### src/rtl/fifo_push_sched.sv
// fifo_push_sched
//   Round-robin push scheduler that shares the synchronous write port of one
//   FIFO half between two requesters, and sequences a timed push-side flush.
//
//   Optional statistics counters are built when FIFO_PUSH_SCHED_STATS_EN is
//   defined; otherwise Push_Cnt0/Push_Cnt1/Stall_Cnt are tied to zero.
//
//   Handshake: a requester raises Req with stable Din and holds both until it
//   sees Ack high during a cycle. Ack is a combinational one-cycle accept; at
//   the following edge the requester presents its next word or drops Req.
//   A Req still high after an acked cycle is a new request.
//
// Ports
//   Clk, Rst                 clock, asynchronous active-high reset
//   Req0/Req1, Din0/Din1     requester push requests and data
//   Ack0/Ack1                combinational accept pulses
//   Flush_Req, Flush_Busy    flush request (sampled in IDLE) / busy status
//   PUSH_FLAG, Almost_Full   FIFO push-side status (4'h0 = full)
//   PUSH, DIN                registered FIFO push strobe and data
//   Fifo_Push_Flush          registered FIFO push-side flush
//   Push_Cnt0/1, Stall_Cnt   statistics counters
//   dbg_state                current FSM state (0 IDLE, 1 DRAIN, 2 FLUSH)
module fifo_push_sched #(
  parameter int DW        = 16,
  parameter int FLUSH_CYC = 4
) (
  input  logic          Clk,
  input  logic          Rst,
  input  logic          Req0,
  input  logic          Req1,
  input  logic [DW-1:0] Din0,
  input  logic [DW-1:0] Din1,
  output logic          Ack0,
  output logic          Ack1,
  input  logic          Flush_Req,
  output logic          Flush_Busy,
  input  logic [3:0]    PUSH_FLAG,
  input  logic          Almost_Full,
  output logic          PUSH,
  output logic [DW-1:0] DIN,
  output logic          Fifo_Push_Flush,
  output logic [15:0]   Push_Cnt0,
  output logic [15:0]   Push_Cnt1,
  output logic [15:0]   Stall_Cnt,
  output logic [1:0]    dbg_state
);

  typedef enum logic [1:0] {
    IDLE  = 2'd0,
    DRAIN = 2'd1,
    FLUSH = 2'd2
  } state_t;

  state_t     state, state_nxt;
  logic [3:0] flush_cnt, flush_cnt_nxt;
  logic       last_grant;   // 1 = requester 1 was granted last
  logic       grant0, grant1;
  logic       block;

  // The flags lag one push behind, so a push in flight while almost full
  // already consumes the last free slot.
  assign block = (PUSH_FLAG == 4'h0) | (Almost_Full & PUSH);

  always_comb begin
    state_nxt     = state;
    flush_cnt_nxt = flush_cnt;
    grant0        = 1'b0;
    grant1        = 1'b0;
    case (state)
      IDLE: begin
        if (Flush_Req) begin
          state_nxt = DRAIN;
        end else if (!block) begin
          if (Req0 && Req1) begin
            grant0 = last_grant;
            grant1 = !last_grant;
          end else begin
            grant0 = Req0;
            grant1 = Req1;
          end
        end
      end
      DRAIN: begin
        state_nxt     = FLUSH;
        flush_cnt_nxt = 4'(FLUSH_CYC - 1);
      end
      FLUSH: begin
        if (flush_cnt == 4'd0) begin
          state_nxt = IDLE;
        end else begin
          flush_cnt_nxt = flush_cnt - 4'd1;
        end
      end
      default: state_nxt = IDLE;
    endcase
  end

  assign Ack0       = grant0;
  assign Ack1       = grant1;
  assign Flush_Busy = (state != IDLE);
  assign dbg_state  = state;

  always_ff @(posedge Clk or posedge Rst) begin
    if (Rst) begin
      state           <= IDLE;
      flush_cnt       <= 4'd0;
      last_grant      <= 1'b1;
      PUSH            <= 1'b0;
      DIN             <= '0;
      Fifo_Push_Flush <= 1'b0;
    end else begin
      state           <= state_nxt;
      flush_cnt       <= flush_cnt_nxt;
      // Registered from next state so the flush strobe aligns with FLUSH.
      Fifo_Push_Flush <= (state_nxt == FLUSH);
      PUSH            <= grant0 | grant1;
      if (grant0) begin
        DIN        <= Din0;
        last_grant <= 1'b0;
      end else if (grant1) begin
        DIN        <= Din1;
        last_grant <= 1'b1;
      end
    end
  end

`ifdef FIFO_PUSH_SCHED_STATS_EN
  always_ff @(posedge Clk or posedge Rst) begin
    if (Rst) begin
      Push_Cnt0 <= 16'd0;
      Push_Cnt1 <= 16'd0;
      Stall_Cnt <= 16'd0;
    end else begin
      if (grant0) Push_Cnt0 <= Push_Cnt0 + 16'd1;
      if (grant1) Push_Cnt1 <= Push_Cnt1 + 16'd1;
      if ((state == IDLE) && (Req0 | Req1) && block && (Stall_Cnt != 16'hFFFF))
        Stall_Cnt <= Stall_Cnt + 16'd1;
    end
  end
`else
  assign Push_Cnt0 = 16'd0;
  assign Push_Cnt1 = 16'd0;
  assign Stall_Cnt = 16'd0;
`endif

endmodule

### config.mk
export PLATFORM = sky130hd
export DESIGN_NAME = fifo_push_sched
export DESIGN_NICKNAME = d
export VERILOG_FILES = /design/src/rtl/fifo_push_sched.sv
export SDC_FILE = /design/constraint.sdc
export NUM_CORES = 1
export LEC_CHECK = 0
export BUFFER_PORTS_ARGS = -buffer_cell sky130_fd_sc_hd__buf_2
export CORE_MARGIN = 5
export CORE_UTILIZATION = 43
export CTS_BUF_LIST = sky130_fd_sc_hd__clkbuf_16
export CTS_CLUSTER_DIAMETER = 150
export DETAILED_ROUTE_END_ITERATION = 8
export GPL_TIMING_DRIVEN = 0
export PLACE_DENSITY = 0.8
export SYNTH_ARGS = -nofsm -noshare
export SYNTH_HDL_FRONTEND = slang
export SYNTH_SLANG_ARGS = --single-unit
### constraint.sdc
create_clock -name Clk -period 1.82 [get_ports Clk]
set_input_delay 0.364 -clock Clk [delete_from_list [all_inputs] [get_ports Clk]]
set_output_delay 0.364 -clock Clk [all_outputs]
set_load 0.01 [all_outputs]
# ---- Yosys cells after proc, flatten, opt, wreduce, memory -nomap -nowiden
# Index checks and enable logic that the tools add are counted.
dict set report word_totals {
  mem_bits_rw 0
  output_inout_bits 71
  n_memories 0
  word_cells 40
  latch_bits 0
  mem_bits_ro 0
  ff_bits 25
  inputBits 42
}
dict set report classes {
  n_reduce_logical 9
  shift 0
  bitwise_logic 3
  magnitude_cmp 0
  n_eq_ne 4
  add_sub_neg 1
  n_mux 17
  n_mul 0
  n_div 0
}
# operator count
set ops {}
lappend ops {{16-bit 2-to-1 mux} 2}
lappend ops {{1-bit 2-to-1 mux} 10}
lappend ops {{4-bit zero test} 2}
lappend ops {{4-bit one-hot mux with 2 select lines} 1}
lappend ops {{2-bit one-hot mux with 3 select lines} 1}
lappend ops {{2-bit nonzero test} 3}
lappend ops {{2-bit equality test, second input constant} 2}
lappend ops {{2-bit 2-to-1 mux} 2}
lappend ops {{4-bit 2-to-1 mux} 1}
lappend ops {{4-bit by 1-bit subtractor with 4-bit output, second input constant} 1}
lappend ops {{2-bit by 1-bit equality test with 1-bit output, second input constant} 1}
lappend ops {{2-bit zero test} 1}
lappend ops {{2-bit inequality test, second input constant} 1}
lappend ops {{1-bit bitwise OR} 2}
lappend ops {{2-bit AND reduction} 1}
lappend ops {{1-bit bitwise AND} 1}
lappend ops {{1-bit logical AND} 1}
lappend ops {{1-bit zero test} 1}

# ---- Depth between registers and ports, before layout
# Gate-level depths: netlist (run 1).
dict set report logic_depth {
  depth_word 7
  depth_mapped 6
  depth_no_buf 5
}

# ---- Worst setup path after synthesis (run 1)
# No wires, ideal clock.
dict set report synth_timing {
  path_kind {flip-flop to output port}
  startpoint {reg PUSH}
  endpoint {out Ack1}
  path_buffers 1
  arrival_time_ns 1.452
  path_slack_ns 0.004
  required_time_ns 1.456
  stages_incl_launch_ff 5
  cell_sequence {dfrtp_1 -> a21oi_1 -> buf_2 -> nand4_1 -> a21oi_1}
}
dict set report synth_between {
  elab_chain_len 5
}
# element line
set synth_lines {}
lappend synth_lines {{start: declaration} 39} ;# output logic PUSH,
lappend synth_lines {{start signal: assignment} 116} ;# PUSH <= grant0 | grant1;
lappend synth_lines {{1-bit bitwise AND} 62} ;# assign block = (PUSH_FLAG == 4'h0) | (Almost_Full & PUSH);
lappend synth_lines {{1-bit bitwise OR} 62}
lappend synth_lines {{1-bit 2-to-1 mux} 73} ;# end else if (!block) begin
lappend synth_lines {{1-bit 2-to-1 mux} 71} ;# if (Flush_Req) begin
lappend synth_lines {{1-bit 2-to-1 mux} 69} ;# case (state)
lappend synth_lines {{end: declaration} 34} ;# output logic Ack1,
# Every way passes these cells.

# ---- Final worst setup path (run 1)
dict set report layout_timing {
  startpoint {in PUSH_FLAG[2]}
  endpoint {out Ack1}
}
dict set report layout_between {
  elab_chain_len 5
}
# element line
set layout_lines {}
lappend layout_lines {{start: declaration} 37} ;# input logic [3:0] PUSH_FLAG,
lappend layout_lines {{4-bit zero test} 62}
lappend layout_lines {{1-bit bitwise OR} 62}
lappend layout_lines {{1-bit 2-to-1 mux} 73}
lappend layout_lines {{1-bit 2-to-1 mux} 71}
lappend layout_lines {{1-bit 2-to-1 mux} 69}
# Every way passes these cells.

==> flow_summary_export.csv, run 1 <==
group,metric,value,unit
run_status,status,"finished, violations left",
run_status,violations,"setup timing",
timing,rsz0062_at_grt,"true",
placed_design,dp_hpwl,3850,um
timing,holdWs,0.337,ns
grt,grt_pass1_vias,1824,
logic_synthesis,synthesis.area,1840,sq um
worst_setup_path,critPathKind,"primary input to output pin",
worst_setup_path,crit_buf_inv,3,
cells_and_area,multiInputGateArea,940,sq um
cells_and_area,layout_common_cells,"buf_2 (63), buf_4 (59), conb_1 (48)",
clock_network,cts_tree,"built",
worst_setup_path,cpPeakStageDelay,0.57,ns
clock_network,cts_buffers,3,
route,antenna_left,0,
logic_synthesis,avgSynthCellArea,9.01,sq um
route,drt-total-wl,5130,um
route,dr.pass1.iters,5,
pwr,powerDensity,1200,nW/um^2
logic_synthesis,synth_edf_count,0,
cells_and_area,final_cells,378,
timing,report.final.slew_viol_count,0,
timing,final.setup_skew,0.00204,ns
timing,layout_setup_ws,-0.0253,ns
worst_setup_path,start_kind,"primary input",
die,initial_core_util,0.450,
cells_and_area,drive_above_1_share,0.482,
cells_and_area,fin_util,0.642,
logic_synthesis,synthCells,204,
timing,tightest_slew,0.992,ns
pwr,worst_ir_drop_vdd,610,uV
clock_network,cts_sinks,25,
die,fp.dieH,75.4,um
timing,period_share,1.01,
die,pin_count,113,
worst_setup_path,critical_path_arrival,1.48,ns
logic_synthesis,synth_top_area_cell,"dfrtp_1",
clock_network,clk_path_buf_depth,2,
timing,hold_viol_final,0,
timing,relSlewSlack,0.338,
cells_and_area,area_delta_synth_final,42.8,%
worst_setup_path,crit_path_end_kind,"output pin",
logic_synthesis,ys_ff_latch,25,
grt,antenna_found_initial,0,
route,via_per_inst,4.77,
clock_network,clock-root-buffer,"clkbuf_16",
logic_synthesis,synth_area_leaders,"dfrtp_1 (33%), buf_4 (20%), a41oi_1 (7.6%)",
logic_synthesis,synth_warnings,0,
logic_synthesis,netlist.area_leader.share,0.327,
die,die-area,5680,sq um
clock_network,htreeDepth,1,
grt,grt_first_pass_wirelength,8070,um
timing,timing.fmax,542,MHz
logic_synthesis,synth_cell_types,33,
timing,layout_min_cycle_time,1.85,ns
die,dieWidth,75.4,um
timing,finalSetupViolations,2,
worst_hold_path,worstHoldPathType,"primary input to async pin",
clock_network,ctsHoldBuffers,0,
logic_synthesis,yosysSeqAreaShare,0.341,
placed_design,io_buffer_count,64,
worst_setup_path,crit_start,"PUSH_FLAG[2]",
worst_setup_path,r2r-start,"last_grant$_DFFE_PP1P_",
clock_network,clk_latency,0.25,ns
grt,grt_max_degree,26,
worst_setup_path,crit_required,1.46,ns
logic_synthesis,async_reset_ff_frac,1.00,
cells_and_area,final_common_cell,"buf_2",
die,coreArea,4090,sq um
worst_setup_path,crit_family,"simple AND/OR/NAND/NOR gates",
die,fp-row-count,23,
grt,overflow,0,
worst_setup_path,critical_path.max_fanout,3,
cells_and_area,antenna-diode-count,0,
route,drcViolationCount,0,
job,maxCapViolations,0,
worst_setup_path,crit_chain,"buf_6, or4_4, clkbuf_8, nand4_1, a21oi_2, buf_2",
logic_synthesis,synth_ff_type,"dfrtp_1",
grt,grt_usage,0.182,
route,wl_per_cell,13.6,um
placed_design,gp_congestion,0.896,
route,drt_iter0_markers,83,
worst_setup_path,crit_path_top_delay_cell,"or4_4",
placed_design,dp.cells,365,
clock_network,clkTransAtPathRegs,0.06,ns
cells_and_area,seqCellArea,629,sq um
pwr,leakage,1.35,nW
cells_and_area,finalNetCount,373,
route,vias,1804,
cells_and_area,n_fill_cell,370,
[state kept, by name, summed over array words and instances (netlist names)]
| register | count |
|---|---|
| DIN | 16 |
| Fifo_Push_Flush | 1 |
| PUSH | 1 |
| dbg_state | 2 |
| flush_cnt | 4 |
| last_grant | 1 |
[cells in the mapped netlist (5+ instances only)]
library cell and instances:
a31oi_1 8, a31oi_2 9, a41oi_1 16, buf_4 48, clkbuf_1 12, dfrtp_1 24
inv_1 8, nand2_1 5, nand3_1 18, o21ai_0 20
[cell type report]
| type | instances | share of cell area |
|---|---|---|
| clock buffers | 3 | 0.0286 |
| well taps | 50 | 0.0238 |
| inverters | 8 | 0.0114 |
| repair buffers | 76 | 0.160 |
| flip-flops and latches | 25 | 0.240 |
| clock inverters | 1 | 0.00191 |
| multi-input cells | 154 | 0.358 |
| plain buffers | 61 | 0.176 |
[timing repair]
item                       in CTS  in global routing
setup buffers                   7                  5
resized for setup              18                  7
setup endpoints to repair       3                 13
pin swaps                       4                  1
[per-layer routing]
metal | vias up | share of wire | track usage
met3 | 6 | 0.075 | 0.0396
met2 | 88 | 0.53 | 0.320
li1 | 897 | - | -
met5 | - | 0 | 0
met1 | 813 | 0.38 | 0.224
met4 | 0 | 0.012 | 0.0485
[worst paths after layout]
check | endpoint | slack, ns | cells after the start
max | Ack1 | -0.03 | 6
min | dbg_state[1]$_DFF_PP0_ | 0.34 | 2
max reg2reg | DIN[10]$_DFFE_PP0P_ | 0.16 | 5
min reg2reg | last_grant$_DFFE_PP1P_ | 0.50 | 2
max in group asynchronous | dbg_state[0]$_DFF_PP0_ | 0.81 | 2
min in group Clk | DIN[1]$_DFFE_PP0P_ | 0.38 | 3
[where the power goes]
group	switching (mW)	internal (mW)
Sequential	0.203	0.828
Clock	0.193	0.296
Combinational	0.849	0.770
[per-stage QoR]
step / power, mW / worst slack [ns] / area, sq um / TNS (ns)
after floorplan: 1.99 / 0.00432 / 2010 / 0
after global placement: 2.43 / -0.415 / 2400 / -1.15
after detailed placement: 2.50 / -0.418 / 2400 / -1.27
after CTS: 3.08 / -0.0168 / 2580 / -0.0168
after global routing: 3.37 / -0.0576 / 2630 / -0.0961
final: 3.14 / -0.0253 / 2630 / -0.0333
[worst register-to-register path: stages (launching register included)]
cell      delay (ns)
dfstp_2         0.58
nand2b_1        0.11
clkbuf_1        0.28
clkbuf_2        0.31
nand3_1         0.13
a31oi_2         0.18
[cell families (layout without fill, tap and decap cells)]
family / Yosys count / after routing / share of synthesized area
other cells: 1 / 48 / 0.00204
compound gates: 63 / 63 / 0.256
buf+inv: 72 / 149 / 0.263
fa+ha+maj: 2 / 2 / 0.0136
simple gates: 41 / 41 / 0.125
flops: 25 / 25 / 0.341
Power figures use the tool's default switching activity.
==> run 2: changes to the inputs <==
- SETUP_SLACK_MARGIN: unset -> 0.1
==> run 2 against run 1 <==
Against the previous run:
- largest cell class unchanged
- the flow still finishes with violations (setup timing)
- register-to-register slack improved by 0.12 ns
- sequential cell count unchanged
- critical path type unchanged
- global-route usage increased by 0.88 points
- critical endpoint unchanged
- power increased by 0.19%
- non-clock buffer count increased by 1
==> flow_summary_export.csv, run 2 (synthesized netlist as in run 1, its figures left out) <==
group,metric,value,unit
run_status,status,"finished, violations left",
run_status,violations,"setup timing",
pwr,powerDensity,1190,nW/um^2
worst_setup_path,crit_top_cell,"buf_6",
worst_hold_path,worstHoldPathType,"primary input to async pin",
die,die-area,5680,sq um
grt,overflow,0,
clock_network,htreeDepth,1,
worst_setup_path,rr_worst_depth,5,
clock_network,cts_tree,"built",
timing,hold_viol_final,0,
worst_setup_path,crit_path_end_kind,"output pin",
grt,grt_max_degree,26,
worst_setup_path,start_kind,"primary input",
timing,timing.fmax,524,MHz
clock_network,ctsHoldBuffers,0,
timing,tightest_slew,0.972,ns
cells_and_area,final_common_cell,"buf_2",
cells_and_area,n_fill_cell,365,
worst_setup_path,cpPeakStageDelay,0.52,ns
route,antenna_left,0,
worst_setup_path,ff2ff_setup_slack,0.28,ns
cells_and_area,fin_util,0.646,
worst_setup_path,crit_chain,"buf_6, or4_4, buf_6, clkbuf_16, nand4_1, a21oi_2, buf_2",
placed_design,dp_hpwl,3700,um
timing,layout_min_cycle_time,1.91,ns
job,maxCapViolations,0,
die,coreArea,4090,sq um
cells_and_area,largest-register,"DIN",
die,fp.dieH,75.4,um
clock_network,cts_buffers,3,
worst_setup_path,crit_family,"simple AND/OR/NAND/NOR gates",
cells_and_area,finalNetCount,374,
die,initial_core_util,0.450,
timing,holdWs,0.325,ns
route,wl_per_cell,13.9,um
route,drcViolationCount,0,
cells_and_area,layout_common_cells,"buf_2 (64), buf_4 (59), conb_1 (48)",
route,drt_iter0_markers,191,
timing,report.final.slew_viol_count,0,
worst_setup_path,crit_path_top_delay_cell,"or4_4",
route,via_per_inst,4.84,
route,drt-total-wl,5270,um
worst_setup_path,critical_path.max_fanout,3,
worst_setup_path,critPathKind,"primary input to output pin",
timing,finalSetupViolations,1,
clock_network,clock-root-buffer,"clkbuf_16",
grt,grt_first_pass_wirelength,8440,um
grt,grt_pass1_vias,1851,
grt,grt_usage,0.190,
worst_setup_path,crit_buf_inv,4,
timing,final.setup_skew,0.00325,ns
clock_network,clkTransAtPathRegs,0.06,ns
clock_network,clk_path_buf_depth,2,
timing,layout_setup_ws,-0.0883,ns
clock_network,clk_latency,0.26,ns
timing,relSlewSlack,0.352,
grt,antenna_found_initial,0,
clock_network,cts_sinks,25,
worst_setup_path,critical_path_arrival,1.54,ns
pwr,leakage,1.36,nW
die,dieWidth,75.4,um
placed_design,gp_congestion,0.854,
timing,totalNegativeSetupSlack,-0.0883,ns
cells_and_area,drive_above_1_share,0.486,
route,vias,1836,
worst_setup_path,r2r-start,"last_grant$_DFFE_PP1P_",
pwr,worst_ir_drop_vdd,793,uV
worst_setup_path,reg2reg_to,"DIN[9]$_DFFE_PP0P_",
die,pin_count,113,
worst_setup_path,crit_required,1.46,ns
cells_and_area,antenna-diode-count,0,
timing,period_share,1.05,
placed_design,io_buffer_count,64,
timing,rsz0062_at_grt,"true",
cells_and_area,area_delta_synth_final,43.6,%
route,dr.pass1.iters,4,
die,fp-row-count,23,
cells_and_area,largest_register_ffs,16,
[run 2: cell types whose count changed in the layout (fill, tap and decap cells not counted)]
cell	change
nand3_1	+1
buf_2	+1
clkinv_2	-1
nand3_2	-1
clkbuf_1	-2
clkbuf_16	+1
buf_8	+1
inv_2	+1
clkbuf_8	-2
clkbuf_2	+2
[run 2: per-layer routing]
layer,vias up,global-route usage,wire (um)
met1,852,0.220,2030
li1,901,-,-
met2,77,0.346,2780
met5,-,0,0
met4,0,0.0447,29
met3,6,0.0554,430
[run 2: power by group]
| part | switching, mW | leakage (nW) | total, mW | internal [mW] |
|---|---|---|---|---|
| clock network | 0.189 | 0.0423 | 0.483 | 0.294 |
| logic | 0.864 | 1.03 | 1.64 | 0.775 |
| registers | 0.195 | 0.285 | 1.02 | 0.828 |
[run 2: what timing repair did]
action	4_1_cts	5_1_grt
gates resized for setup	20	7
setup endpoints to repair	13	13
buffers inserted	10	0
hold endpoints to repair	0	0
pin swaps	3	1
[run 2: worst max-delay path by stage]
stage	startpoint	to	cells past startpoint
2_1_floorplan	PUSH_FLAG[1]	Ack1	5
5_1_grt	PUSH_FLAG[2]	Ack1	7
3_3_place_gp	PUSH_FLAG[1]	Ack1	7
3_5_place_dp	Req0	Ack0	6
6_report	PUSH_FLAG[2]	Ack1	7
4_1_cts	PUSH_FLAG[2]	Ack1	7
[run 2: area by class of cell]
type / instances / area [sq um] / area share
Multi-Input combinational cell: 154 / 935 / 0.354
Sequential cell: 25 / 629 / 0.239
Buffer: 64 / 498 / 0.189
Timing Repair Buffer: 74 / 405 / 0.154
Clock buffer: 3 / 75.1 / 0.0284
Tap cell: 50 / 62.6 / 0.0237
Inverter: 8 / 30.0 / 0.0114
Clock inverter: 1 / 3.75 / 0.00142
[run 2: per-stage QoR]
step / cells / power (mW) / cell area [sq um] / worst slack [ns]
5_1_grt: 379 / 3.38 / 2640 / -0.126
6_report: 379 / 3.14 / 2640 / -0.0883
3_3_place_gp: 365 / 2.44 / 2410 / -0.184
3_5_place_dp: 365 / 2.48 / 2410 / -0.215
4_1_cts: 379 / 3.14 / 2630 / -0.0909
2_1_floorplan: 251 / 2.00 / 2030 / 0.115
==> run 3: changes to the inputs <==
- ABC_AREA: unset -> 1
- PLACE_DENSITY: 0.8 -> 0.81
==> run 3 against run 2 <==
Against the previous run:
- the flow now finishes without violations
- design area decreased by 5.1%
- worst hold slack got worse by 0.0087 ns
- clock skew hardly changed
==> flow_summary_export.csv, run 3 <==
group,metric,value,unit
die,pin_count,113,
logic_synthesis,netlist.area_leader.share,0.339,
route,drt_iter0_markers,36,
route,drcViolationCount,0,
placed_design,io_buffer_count,64,
logic_synthesis,synth.most_common_cell,"nand2_1",
route,antenna_left,0,
pwr,powerDensity,1080,nW/um^2
grt,grt_pass1_vias,1525,
clock_network,clkTransAtPathRegs,0.06,ns
worst_setup_path,crit_path_end_kind,"output pin",
logic_synthesis,async_reset_ff_frac,1.00,
die,coreArea,4000,sq um
worst_hold_path,worstHoldPathType,"primary input to async pin",
logic_synthesis,synthesis.area,1770,sq um
logic_synthesis,avgSynthCellArea,7.55,sq um
clock_network,cts_buffers,3,
logic_synthesis,synth_edf_count,0,
logic_synthesis,ys_ff_latch,25,
cells_and_area,final_common_cell,"buf_2",
cells_and_area,layout_common_cells,"buf_2 (64), buf_4 (57), nand2_1 (54)",
logic_synthesis,synth_warnings,0,
route,wl_per_cell,10.2,um
worst_setup_path,start_kind,"register",
die,fp.dieH,74.2,um
logic_synthesis,synth_ff_type,"dfrtp_1",
worst_setup_path,critical_path_arrival,1.40,ns
timing,relSlewSlack,0.367,
run_status,status,"finished clean",
die,initial_core_util,0.444,
timing,tightest_slew,0.949,ns
placed_design,gp_congestion,0.702,
timing,hold_viol_final,0,
logic_synthesis,synth_top_area_cell,"dfrtp_1",
grt,grt_usage,0.152,
cells_and_area,drive_above_1_share,0.388,
cells_and_area,area_delta_synth_final,41.2,%
cells_and_area,fin_util,0.626,
logic_synthesis,synthTopCellsByCount,"nand2_1 (54), buf_4 (49), inv_1 (43)",
timing,layout_min_cycle_time,1.77,ns
cells_and_area,largest-register,"DIN",
die,fp-row-count,23,
cells_and_area,finalNetCount,403,
timing,timing.fmax,566,MHz
logic_synthesis,yosysSeqAreaShare,0.353,
clock_network,clk_path_buf_depth,2,
worst_setup_path,critical_path.max_fanout,4,
clock_network,clk_latency,0.25,ns
timing,finalSetupViolations,0,
clock_network,clock-root-buffer,"clkbuf_16",
job,maxCapViolations,0,
placed_design,dp_hpwl,3320,um
timing,rsz0062_at_grt,"true",
grt,grt_first_pass_wirelength,6600,um
route,drt-total-wl,4160,um
logic_synthesis,synth_cell_types,26,
worst_setup_path,crit_required,1.46,ns
cells_and_area,antenna-diode-count,0,
logic_synthesis,synth_area_leaders,"dfrtp_1 (34%), buf_4 (21%), nand2_1 (11%)",
clock_network,cts_tree,"built",
route,vias,1643,
route,via_per_inst,4.03,
pwr,worst_ir_drop_vdd,423,uV
timing,final.setup_skew,0.00289,ns
timing,report.final.slew_viol_count,0,
logic_synthesis,synthCells,235,
pwr,leakage,1.63,nW
route,dr.pass1.iters,6,
grt,antenna_found_initial,0,
grt,grt_max_degree,26,
worst_setup_path,critPathKind,"register to output pin",
grt,overflow,0,
die,dieWidth,74.2,um
cells_and_area,largest_register_ffs,16,
die,die-area,5510,sq um
timing,period_share,0.970,
timing,totalNegativeSetupSlack,0,ns
clock_network,cts_sinks,25,
clock_network,htreeDepth,1,
## run 3: cell types whose count changed after synthesis, sizes merged, moves of 3 or more
cell	previous run	this run
a2bb2oi	3	0
a31oi	17	2
a41oi	16	0
clkbuf	12	2
inv	8	44
nand2	5	56
nand4	1	16
nor2	2	9
nor2b	3	0
o21ai	20	0
## run 3: final cells by class
type | instances | area, sq um
tap | 50 | 62.6
clock inverter | 1 | 3.75
fill | 359 | 1500
sequential | 25 | 627
inverter | 44 | 168
multi-input combinational | 159 | 769
timing repair buffer | 72 | 387
buffer | 54 | 413
clock buffer | 3 | 75.1
## run 3: layer usage
metal / global-route usage / share of wire / wire (um)
met5: 0 / 0 / 0
met4: 0.0336 / 0.0031 / 13
met3: 0.0351 / 0.085 / 354
met2: 0.274 / 0.50 / 2090
met1: 0.185 / 0.41 / 1700
## run 3: path summary, 6_finish.rpt
path / slack, ns / end / cells after the start / startpoint
max: 0.05 / Ack0 / 6 / last_grant$_DFFE_PP1P_
min: 0.32 / flush_cnt[2]$_DFFE_PP0P_ / 2 / Rst
max reg2reg: 0.18 / DIN[12]$_DFFE_PP0P_ / 9 / last_grant$_DFFE_PP1P_
min reg2reg: 0.48 / DIN[5]$_DFFE_PP0P_ / 2 / DIN[5]$_DFFE_PP0P_
max in group asynchronous: 0.93 / dbg_state[0]$_DFF_PP0_ / 2 / Rst
min in group Clk: 0.36 / dbg_state[0]$_DFF_PP0_ / 3 / Flush_Req
## run 3: where the power goes
group | internal (mW) | switching [mW] | total, mW | leakage, nW
clock network | 0.293 | 0.186 | 0.479 | 0.0423
registers | 0.808 | 0.129 | 0.937 | 0.307
logic | 0.550 | 0.744 | 1.29 | 1.28
total | 1.65 | 1.06 | 2.71 | 1.63
## run 3: per-stage QoR
step	setup slack, ns	power (mW)	hold slack [ns]	area, sq um	std cells
final	0.0538	2.71	0.316	2500	408
after global routing	-0.0162	2.94	0.379	2500	408
after CTS	0.0345	2.71	0.351	2490	407
after detailed placement	-0.0559	2.16	0.461	2330	396
after global placement	-0.0324	2.12	0.461	2330	396
after floorplan	0.214	1.74	0.391	1950	282
## run 3: logic make-up after synthesis
| family | Yosys count | synth area share |
|---|---|---|
| compound gates | 6 | 0.0275 |
| xor+xnor | 2 | 0.00987 |
| fa+ha+maj | 2 | 0.0141 |
| buf+inv | 98 | 0.317 |
| flops | 25 | 0.353 |
| other cells | 1 | 0.00211 |
| simple gates | 101 | 0.276 |
## run 3: worst max-delay path: stages (launching register included)
cell      delay (ns)
dfstp_2         0.52
inv_2           0.05
a21boi_4        0.21
nand3_4         0.09
buf_6           0.14
inv_4           0.04
buf_6           0.09
## run 3: timing repair
action	in CTS	in global routing
resized for setup	8	2
hold buffers	0	0
buffers inserted	7	1
gates cloned	0	0
pin swaps	4	1
endpoints found under the setup margin	2	12
